## src/rtl/syn_pkg.sv

```systemverilog
// -----------------------------------------------------------------------------
// syn_pkg
// Shared definitions for the synaptic current generator:
//   - default parameter constants (input count, weight width, current width,
//     decay shift)
//   - weight element / weight-vector typedefs for the default configuration
//   - reset value of every weight
//   - saturation ceiling of the output current (CUR_MAX) and a helper that
//     derives the ceiling for any current width
// No ports (package).
// -----------------------------------------------------------------------------
package syn_pkg;

    localparam int N_IN_DEF        = 4;
    localparam int W_W_DEF         = 3;
    localparam int CUR_W_DEF       = 5;
    localparam int DECAY_SHIFT_DEF = 1;

    // Every weight comes out of reset as 1 so each input starts out live.
    localparam int WEIGHT_RST = 1;

    function automatic int unsigned cur_max_of(input int unsigned width);
        return (32'd1 << width) - 32'd1;
    endfunction

    localparam int unsigned CUR_MAX = cur_max_of(CUR_W_DEF);

    typedef logic [W_W_DEF-1:0] weight_t;
    typedef weight_t [N_IN_DEF-1:0] weight_vec_t;

endpackage

```

## src/rtl/syn_weight_regs.sv

```systemverilog
// -----------------------------------------------------------------------------
// syn_weight_regs
// Per-input synaptic weight register file with a single-cycle write port.
// A write whose address is inside the file updates that weight on the same
// edge and raises wr_ack for exactly the following cycle; an out-of-range
// address is dropped without an ack. All weights are exposed in parallel.
//
// Ports:
//   clk      in   system clock, rising edge
//   reset    in   asynchronous active-low reset (weights -> 1, ack -> 0)
//   wr_en    in   write request, one cycle per write
//   wr_addr  in   weight index
//   wr_data  in   new weight value
//   wr_ack   out  one-cycle pulse after an accepted write
//   weights  out  all weights, weight i at [i*W_W +: W_W]
// -----------------------------------------------------------------------------
module syn_weight_regs
    import syn_pkg::*;
#(
    parameter int N_IN = N_IN_DEF,
    parameter int W_W  = W_W_DEF,
    localparam int AW  = $clog2(N_IN)
) (
    input  logic              clk,
    input  logic              reset,
    input  logic              wr_en,
    input  logic [AW-1:0]     wr_addr,
    input  logic [W_W-1:0]    wr_data,
    output logic              wr_ack,
    output logic [N_IN*W_W-1:0] weights
);

    logic           wr_ack_d, wr_ack_q;
    logic           addr_ok;
    logic [W_W-1:0] weights_d [N_IN];
    logic [W_W-1:0] weights_q [N_IN];

    // The range check only matters when N_IN is not a power of two; the
    // address is widened so the comparison is done in full precision.
    always_comb begin
        addr_ok  = (32'(wr_addr) < 32'(N_IN));
        wr_ack_d = wr_en && addr_ok;
        for (int i = 0; i < N_IN; i++) begin
            weights_d[i] = weights_q[i];
            if (wr_ack_d && (32'(wr_addr) == 32'(i))) begin
                weights_d[i] = wr_data;
            end
        end
    end

    always_ff @(posedge clk or negedge reset) begin
        if (!reset) begin
            wr_ack_q <= 1'b0;
            for (int i = 0; i < N_IN; i++) begin
                weights_q[i] <= W_W'(WEIGHT_RST);
            end
        end else begin
            wr_ack_q <= wr_ack_d;
            for (int i = 0; i < N_IN; i++) begin
                weights_q[i] <= weights_d[i];
            end
        end
    end

    always_comb begin
        for (int i = 0; i < N_IN; i++) begin
            weights[i*W_W +: W_W] = weights_q[i];
        end
    end

    assign wr_ack = wr_ack_q;

endmodule

```

## src/rtl/syn_current_gen.sv

```systemverilog
// -----------------------------------------------------------------------------
// syn_current_gen
// Synaptic front-end for the LIF neuron. Each enabled cycle the registered
// current decays by a right shift and the weights of all spiking inputs are
// added; results above the output range clip to the maximum and flag sat for
// one cycle. Weights live in syn_weight_regs and are loaded via wr_en/wr_ack.
//
// Optional feature, macro SYN_INHIBIT_EN: input N_IN-1 becomes inhibitory
// (its weight is subtracted), the sum is evaluated signed with one extra bit
// and floored at 0; flooring never raises sat. Without the macro every input
// is excitatory and the datapath is purely unsigned.
//
// Ports:
//   clk       in   system clock, rising edge
//   reset     in   asynchronous active-low reset
//   en        in   integration enable (0: current holds, spikes ignored)
//   spike_in  in   input spike lines
//   wr_en     in   weight write request
//   wr_addr   in   weight index
//   wr_data   in   weight value
//   wr_ack    out  one-cycle ack of an accepted write
//   current   out  registered synaptic current to the neuron
//   sat       out  high for the cycle after an update that clipped
// -----------------------------------------------------------------------------
module syn_current_gen
    import syn_pkg::*;
#(
    parameter int N_IN        = N_IN_DEF,
    parameter int W_W         = W_W_DEF,
    parameter int CUR_W       = CUR_W_DEF,
    parameter int DECAY_SHIFT = DECAY_SHIFT_DEF,
    localparam int AW         = $clog2(N_IN)
) (
    input  logic             clk,
    input  logic             reset,
    input  logic             en,
    input  logic [N_IN-1:0]  spike_in,
    input  logic             wr_en,
    input  logic [AW-1:0]    wr_addr,
    input  logic [W_W-1:0]   wr_data,
    output logic             wr_ack,
    output logic [CUR_W-1:0] current,
    output logic             sat
);

    // Wide enough that the decayed current plus every weight cannot wrap.
    localparam int MAX_W = (CUR_W > W_W) ? CUR_W : W_W;
    localparam int SUM_W = MAX_W + $clog2(N_IN) + 1;
`ifdef SYN_INHIBIT_EN
    localparam int ACC_W = SUM_W + 1;
`else
    localparam int ACC_W = SUM_W;
`endif
    localparam logic [CUR_W-1:0] CUR_MAX_L = CUR_W'(cur_max_of(CUR_W));

    logic [N_IN*W_W-1:0] weights;
    logic [CUR_W-1:0]    current_d, current_q;
    logic                sat_d, sat_q;
`ifdef SYN_INHIBIT_EN
    logic signed [ACC_W-1:0] acc;
`else
    logic [ACC_W-1:0]        acc;
`endif

    syn_weight_regs #(
        .N_IN (N_IN),
        .W_W  (W_W)
    ) u_weight_regs (
        .clk     (clk),
        .reset   (reset),
        .wr_en   (wr_en),
        .wr_addr (wr_addr),
        .wr_data (wr_data),
        .wr_ack  (wr_ack),
        .weights (weights)
    );

    // The accumulation reads the registered weights, so a write landing on
    // the same edge as a spike only takes effect from the following edge.
    always_comb begin
        current_d = current_q;
        sat_d     = 1'b0;
        acc       = '0;
        if (en) begin
            acc = ACC_W'(current_q >> DECAY_SHIFT);
            for (int i = 0; i < N_IN; i++) begin
                if (spike_in[i]) begin
`ifdef SYN_INHIBIT_EN
                    if (i == N_IN - 1) begin
                        acc = acc - ACC_W'(weights[i*W_W +: W_W]);
                    end else begin
                        acc = acc + ACC_W'(weights[i*W_W +: W_W]);
                    end
`else
                    acc = acc + ACC_W'(weights[i*W_W +: W_W]);
`endif
                end
            end
`ifdef SYN_INHIBIT_EN
            // Negative results floor at zero without flagging saturation.
            if (acc[ACC_W-1]) begin
                current_d = '0;
            end else if (acc > $signed(ACC_W'(CUR_MAX_L))) begin
                current_d = CUR_MAX_L;
                sat_d     = 1'b1;
            end else begin
                current_d = acc[CUR_W-1:0];
            end
`else
            if (acc > ACC_W'(CUR_MAX_L)) begin
                current_d = CUR_MAX_L;
                sat_d     = 1'b1;
            end else begin
                current_d = acc[CUR_W-1:0];
            end
`endif
        end
    end

    always_ff @(posedge clk or negedge reset) begin
        if (!reset) begin
            current_q <= '0;
            sat_q     <= 1'b0;
        end else begin
            current_q <= current_d;
            sat_q     <= sat_d;
        end
    end

    assign current = current_q;
    assign sat     = sat_q;

endmodule

```

## config.mk

```make
export PLATFORM = sky130hd
export DESIGN_NAME = syn_current_gen
export DESIGN_NICKNAME = d
export VERILOG_FILES = /design/src/rtl/syn_pkg.sv /design/src/rtl/syn_weight_regs.sv /design/src/rtl/syn_current_gen.sv
export SDC_FILE = /design/constraint.sdc
export NUM_CORES = 1
export LEC_CHECK = 0
export BUFFER_PORTS_ARGS = -buffer_cell sky130_fd_sc_hd__clkbuf_2
export CORE_MARGIN = 3
export CORE_UTILIZATION = 57
export DETAILED_ROUTE_END_ITERATION = 7
export PLACE_DENSITY = 0.79
export SETUP_SLACK_MARGIN = 0.5
export SLEW_MARGIN = 20
export SYNTH_ARGS = -nofsm -noshare
export SYNTH_HDL_FRONTEND = slang
export SYNTH_SLANG_ARGS = --single-unit
```

## constraint.sdc

```tcl
create_clock -name clk -period 5.7 [get_ports clk]
set_clock_uncertainty 0.05 [all_clocks]
set_input_delay 0.285 -clock clk [delete_from_list [all_inputs] [get_ports clk]]
set_output_delay 0.285 -clock clk [all_outputs]
set_load 0.005 [all_outputs]
```

# Word level (Yosys, flattened, before mapping)

Cells that the tools add are included.

Add/subtract/negate cells: 4
Order comparisons: 1
Reduce and logical (&&, ||, !) cells: 5
Multiplexer cells: 11
Equal/unequal tests: 3

Operator list:

| kind               | number |
|---|---|
| $mux 8             | 7 |
| $add 8x3->8        | 3 |
| $mux 5             | 2 |
| $gt 8x5->1 const B | 1 |
| $add 4x3->5        | 1 |
| $eq 2x2->1 const B | 2 |
| $logic_and 1x1->1  | 4 |
| $eq 2x1->1 const B | 1 |
| $logic_not 2->1    | 1 |
| $mux 1             | 2 |

Bits of input ports: 13
Flip-flop bits (word level): 19

# Depth between registers and ports, before layout

Depth after elaboration: 15
Depth in mapped cells: 18
Mapped depth without buffers: 18

# By module

From an unflattened synthesis, not the netlist that was laid out.

Cell total of the unflattened synthesis: 154
Area, all modules: 1640.3 µm²

Modules (own cells, without submodules):

| module          | cells an instance | area an instance (µm²) | seq. area each (µm²) | times used |
|---|---|---|---|---|
| syn_current_gen | 125               | 1136.1                 | 150.1                | 1 |
| syn_weight_regs | 29                | 504.2                  | 330.3                | 1 |

# Least setup slack after synthesis

OpenSTA, ideal clock, no wires.

Path type: register -> register
Start: register u_weight_regs.weights_q (netlist bit u_weight_regs.weights[0])
End: register current_q[0] (netlist: current[0])
Stages on the path, launching flop included: 16
Clock period less this slack: 4.328 ns
Required time: 5.509 ns
Slack: 1.372 ns
Data arrival time: 4.136 ns
Setup time: 0.141 ns
Cells stage by stage: dfstp_2 ha_1 fa_1 mux2_2 inv_1 fa_1 a21oi_1 fa_1 mux2_2 ha_1 a21oi_1 or4b_1 nor3_1 o21ai_2 o21ai_2 a31oi_1

Longest elaborated chain between the ends: 14

Ends and longest elaborated chain:

| element                           | line                   | source |
|---|---|---|
| from (decl)                       | syn_weight_regs.sv:36  | `logic [W_W-1:0] weights_q [N_IN];` |
| from (signal, indexed assignment) | syn_weight_regs.sv:55  | `weights_q[i] <= W_W'(WEIGHT_RST);` |
| from (signal, indexed assignment) | syn_weight_regs.sv:60  | `weights_q[i] <= weights_d[i];` |
| $add 4x3->5 (*)                   | syn_current_gen.sv:95  | `acc = acc + ACC_W'(weights[i*W_W +: W_W]);` |
| $mux 5 (*)                        | syn_current_gen.sv:87  | `if (spike_in[i]) begin` |
| $mux 8 (*)                        | syn_current_gen.sv:84  | `if (en) begin` |
| $add 8x3->8                       | syn_current_gen.sv:95  |  |
| $mux 8 (*)                        | syn_current_gen.sv:87  |  |
| $mux 8 (*)                        | syn_current_gen.sv:84  |  |
| $add 8x3->8                       | syn_current_gen.sv:95  |  |
| $mux 8 (*)                        | syn_current_gen.sv:87  |  |
| $mux 8 (*)                        | syn_current_gen.sv:84  |  |
| $add 8x3->8                       | syn_current_gen.sv:95  |  |
| $mux 8 (*)                        | syn_current_gen.sv:87  |  |
| $mux 8 (*)                        | syn_current_gen.sv:84  |  |
| $gt 8x5->1                        | syn_current_gen.sv:110 | `if (acc > ACC_W'(CUR_MAX_L)) begin` |
| $mux 5 (*)                        | syn_current_gen.sv:110 |  |
| to (signal assigned)              | syn_current_gen.sv:125 | `current_q <= current_d;` |
| to (decl)                         | syn_current_gen.sv:57  | `logic [CUR_W-1:0] current_d, current_q;` |

Every way passes the cells marked *; elsewhere a longest branch is shown, timed or not. The select of a mux whose other input is x is not followed.
A chain may end at the register's enable or synchronous reset.

# Final worst setup path

Start: register current_q[1] (netlist: current[1])
End: register current_q[3] (netlist: current[3])

Longest elaborated chain between the ends: 14

Ends and longest elaborated chain:

| element     | line |
|---|---|
| $add 4x3->5 | syn_current_gen.sv:95 |
| $mux 5 (*)  | syn_current_gen.sv:87 |
| $mux 8 (*)  | syn_current_gen.sv:84 |
| $add 8x3->8 | syn_current_gen.sv:95 |
| $mux 8 (*)  | syn_current_gen.sv:87 |
| $mux 8 (*)  | syn_current_gen.sv:84 |
| $add 8x3->8 | syn_current_gen.sv:95 |
| $mux 8 (*)  | syn_current_gen.sv:87 |
| $mux 8 (*)  | syn_current_gen.sv:84 |
| $add 8x3->8 | syn_current_gen.sv:95 |
| $mux 8 (*)  | syn_current_gen.sv:87 |
| $mux 8 (*)  | syn_current_gen.sv:84 |
| $gt 8x5->1  | syn_current_gen.sv:110 |
| $mux 5 (*)  | syn_current_gen.sv:110 |

Marks and branches as above.

==> run metrics <==
Top FF cell, synth dfrtp_1; first-pass GRT wire length 5430 um; DR pass1 iterations 4; CP max FO 5; worst skew pair latency 300 ps; Final Hold Violating Endpoints 0; critical path class flop to flop; initial antenna violation count 0; Reg area slightly below 500 sq um; Post-synth top cells mux2_2, dfrtp_1, ha_1; nets 206; max_cap viols 0; grt ovf 0; Synth Area in Simple Gates a little over an eighth; startpoint types flop; Crit path top cell by count ha_1; Max clock buf depth 2; wire per inst 16.6 um; number of global-route vias before repair between 1k and 1.5k; Worst Hold Path Cells 1; post-synthesis cell area 1570 sq um; RSZ-0062 raised after global routing false; slowest stage delay, CP 450 ps; Die Y 58.4 um; Die W about 58 um; Worst R2R Path Depth 17; post-route insts no fill a little over 200; EDFF count, synth 0; Seq cells post-synth 19; Synth Net Count 183; Clk pin slew, worst setup/hold paths 120 ps; die footprint between 3000 and 4000 sq um; Post-Route WL 3400 um; Avg Cell Area, Syn 10.2 sq um; Synth Area in Compound Gates 15.6%; Yosys cell types 40; multi-input logic area 1050 sq um; dpl hpwl 2790 um; period utilisation layout 82.8%; sequential share of the synthesized area 30.6%; Synth warnings 0; post-route ant nets 0; layout cell share with drive strength beyond 1 33.1%; CTS H-tree depth 1; Synth Area in XOR/XNOR around 5.4%; area leader, netlist dfrtp_1; maximum clock rate 0.212 GHz; I/O pin cnt 20; main combinational cell family by area after synthesis multiplexers; clock sinks 19; Area Growth Syn to Fin 10.4%; status complete, no violations; diode count 0; clock buffer count from CTS 3; Tot Pwr 983 uW; crit path time final 4720 ps; Port Buf Inserts 19; HP Class input port to flop; cell with the most instances after synthesis mux2_2; gpl congestion 0.885; ys async rst share 100%; Mapped Cells approximately 150; DR vias 1218; mux contribution to synthesized area 16.6%; CP arrival roughly 4900 ps; Root Driver clkbuf_4; Synth area leaders dfrtp_1, mux2_2, ha_1, dfstp_2, fa_1; CTS tree yes; Pwr Density 568 nW/um^2; Site Rows 18; routed vias/inst 5.94; critical path required time 5830 ps; share of the synthesized area in the top cell type 23.9%; Worst path slowest cell fa_1; fill count 207; slew margin rel. 64.9%; initial core utilization between 60% and 70%; Max Slew Vio Count 0; Peak VDD IR between 0.4 and 0.5 mV; Total GRT Usage 21.3%; Leak between 0.7 and 0.8 nW; Detailed Route Iter0 Violations between 60 and 70; DRC violations left 0; CP Capture Type flop; largest net degree at the start of global routing 20; CP cell instances ha_1 > fa_1 > xnor2_1 > a21oi_1 > ha_1 > xnor2_1 > mux2_2 > ha_1 > xor2_1 > mux2_2 > ha_1 > o21ai_0 > or3_4 > nand2_1 > and3_1 > o21ai_2 > a31oi_1; post-route setup TNS 0 ps; setup violators final 0; Worst Tran Pin Value around 520 ps; Cells after DPL 200; adder-cell area share of the yosys netlist between 15 and 20%; area of the core 2540 sq um
==> path summary, 6_finish.rpt <==
kind	startpoint	endpoint	slack (ps)
setup / recovery	current[1]	current[3]	980
hold / removal	wr_en	u_weight_regs.wr_ack	80
setup reg to reg	current[1]	current[3]	980
hold reg to reg	u_weight_regs.weights[8]	u_weight_regs.weights[8]	490
max in group asynchronous	reset	u_weight_regs.weights[0]	4820
min in group asynchronous	reset	u_weight_regs.weights[5]	410
==> through the flow <==
stage / area (sq um) / worst slack (ps) / util [%] / hold WS, ps
3_3_place_gp: 1690 / 1170 / 66.5 / 204
3_5_place_dp: 1690 / 985 / 66.5 / 227
6_report: 1730 / 981 / 68.0 / 83.2
4_1_cts: 1730 / 966 / 68.0 / 72.3
2_1_floorplan: 1570 / 1370 / - / -60.6
5_1_grt: 1730 / 731 / 68.0 / 56.0
==> state kept, by name, summed over array words and instances (netlist names) <==
register and flops:
sat 1, current 5, u_weight_regs.weights 12, u_weight_regs.wr_ack 1
==> cells in the final DEF, fill, tap and decap left out, drive strengths merged, types with 2 or more instances in the layout <==
master | Yosys | final
a211oi | 3 | 3
a21oi | 10 | 10
a31oi | 4 | 4
clkbuf | 2 | 22
dfrtp | 15 | 15
dfstp | 4 | 4
fa | 4 | 4
ha | 13 | 13
inv | 9 | 9
mux2 | 21 | 21
mux2i | 2 | 2
nand2 | 8 | 8
nand3 | 2 | 2
nand3b | 2 | 2
nor2 | 12 | 12
nor2b | 3 | 3
nor3b | 2 | 2
o21ai | 15 | 15
or3 | 2 | 2
xnor2 | 5 | 5
xor2 | 2 | 2
==> worst max-delay path: cells and delay by family (launching register included) <==
kind,cells,cell delay (ps)
mux,2,570
fa+ha+maj,5,1710
simple gates,3,420
compound gates,4,920
xor+xnor,3,480
flops,1,440
==> logic make-up after synthesis <==
group / after synthesis
fa+ha+maj: 17
simple gates: 39
mux: 23
buf+inv: 11
xor+xnor: 8
compound gates: 36
flops: 19
==> layer usage <==
layer | track usage (%) | up-vias | wire length, um
met3 | 2.63 | 4 | 116
met4 | 7.62 | 0 | 44
met5 | 0 | - | 0
met2 | 35.1 | 25 | 1720
met1 | 28.8 | 589 | 1510
li1 | - | 600 | -
==> final cells by class <==
type | count | area share, %
Clock inverter | 1 | 0.289
Timing Repair Buffer | 20 | 6.07
Sequential cell | 19 | 27.8
Multi-Input combinational cell | 123 | 60.4
Tap cell | 30 | 2.17
Clock buffer | 3 | 1.30
Inverter | 9 | 1.95
==> where the power goes <==
group	total [mW]	switching [mW]	leakage, nW	internal, mW
logic	0.699	0.369	0.522	0.329
clock network	0.0706	0.0444	0.0177	0.0261
registers	0.214	0.0396	0.218	0.175
==> timing repair <==
action                                 4_1_cts  5_1_grt
setup endpoints to repair                    0        0
hold buffers                                 1        0
endpoints found under the hold margin       15        0
resized for setup                            0        0
buffers inserted                             0        0
Power figures use the tool's default switching activity.
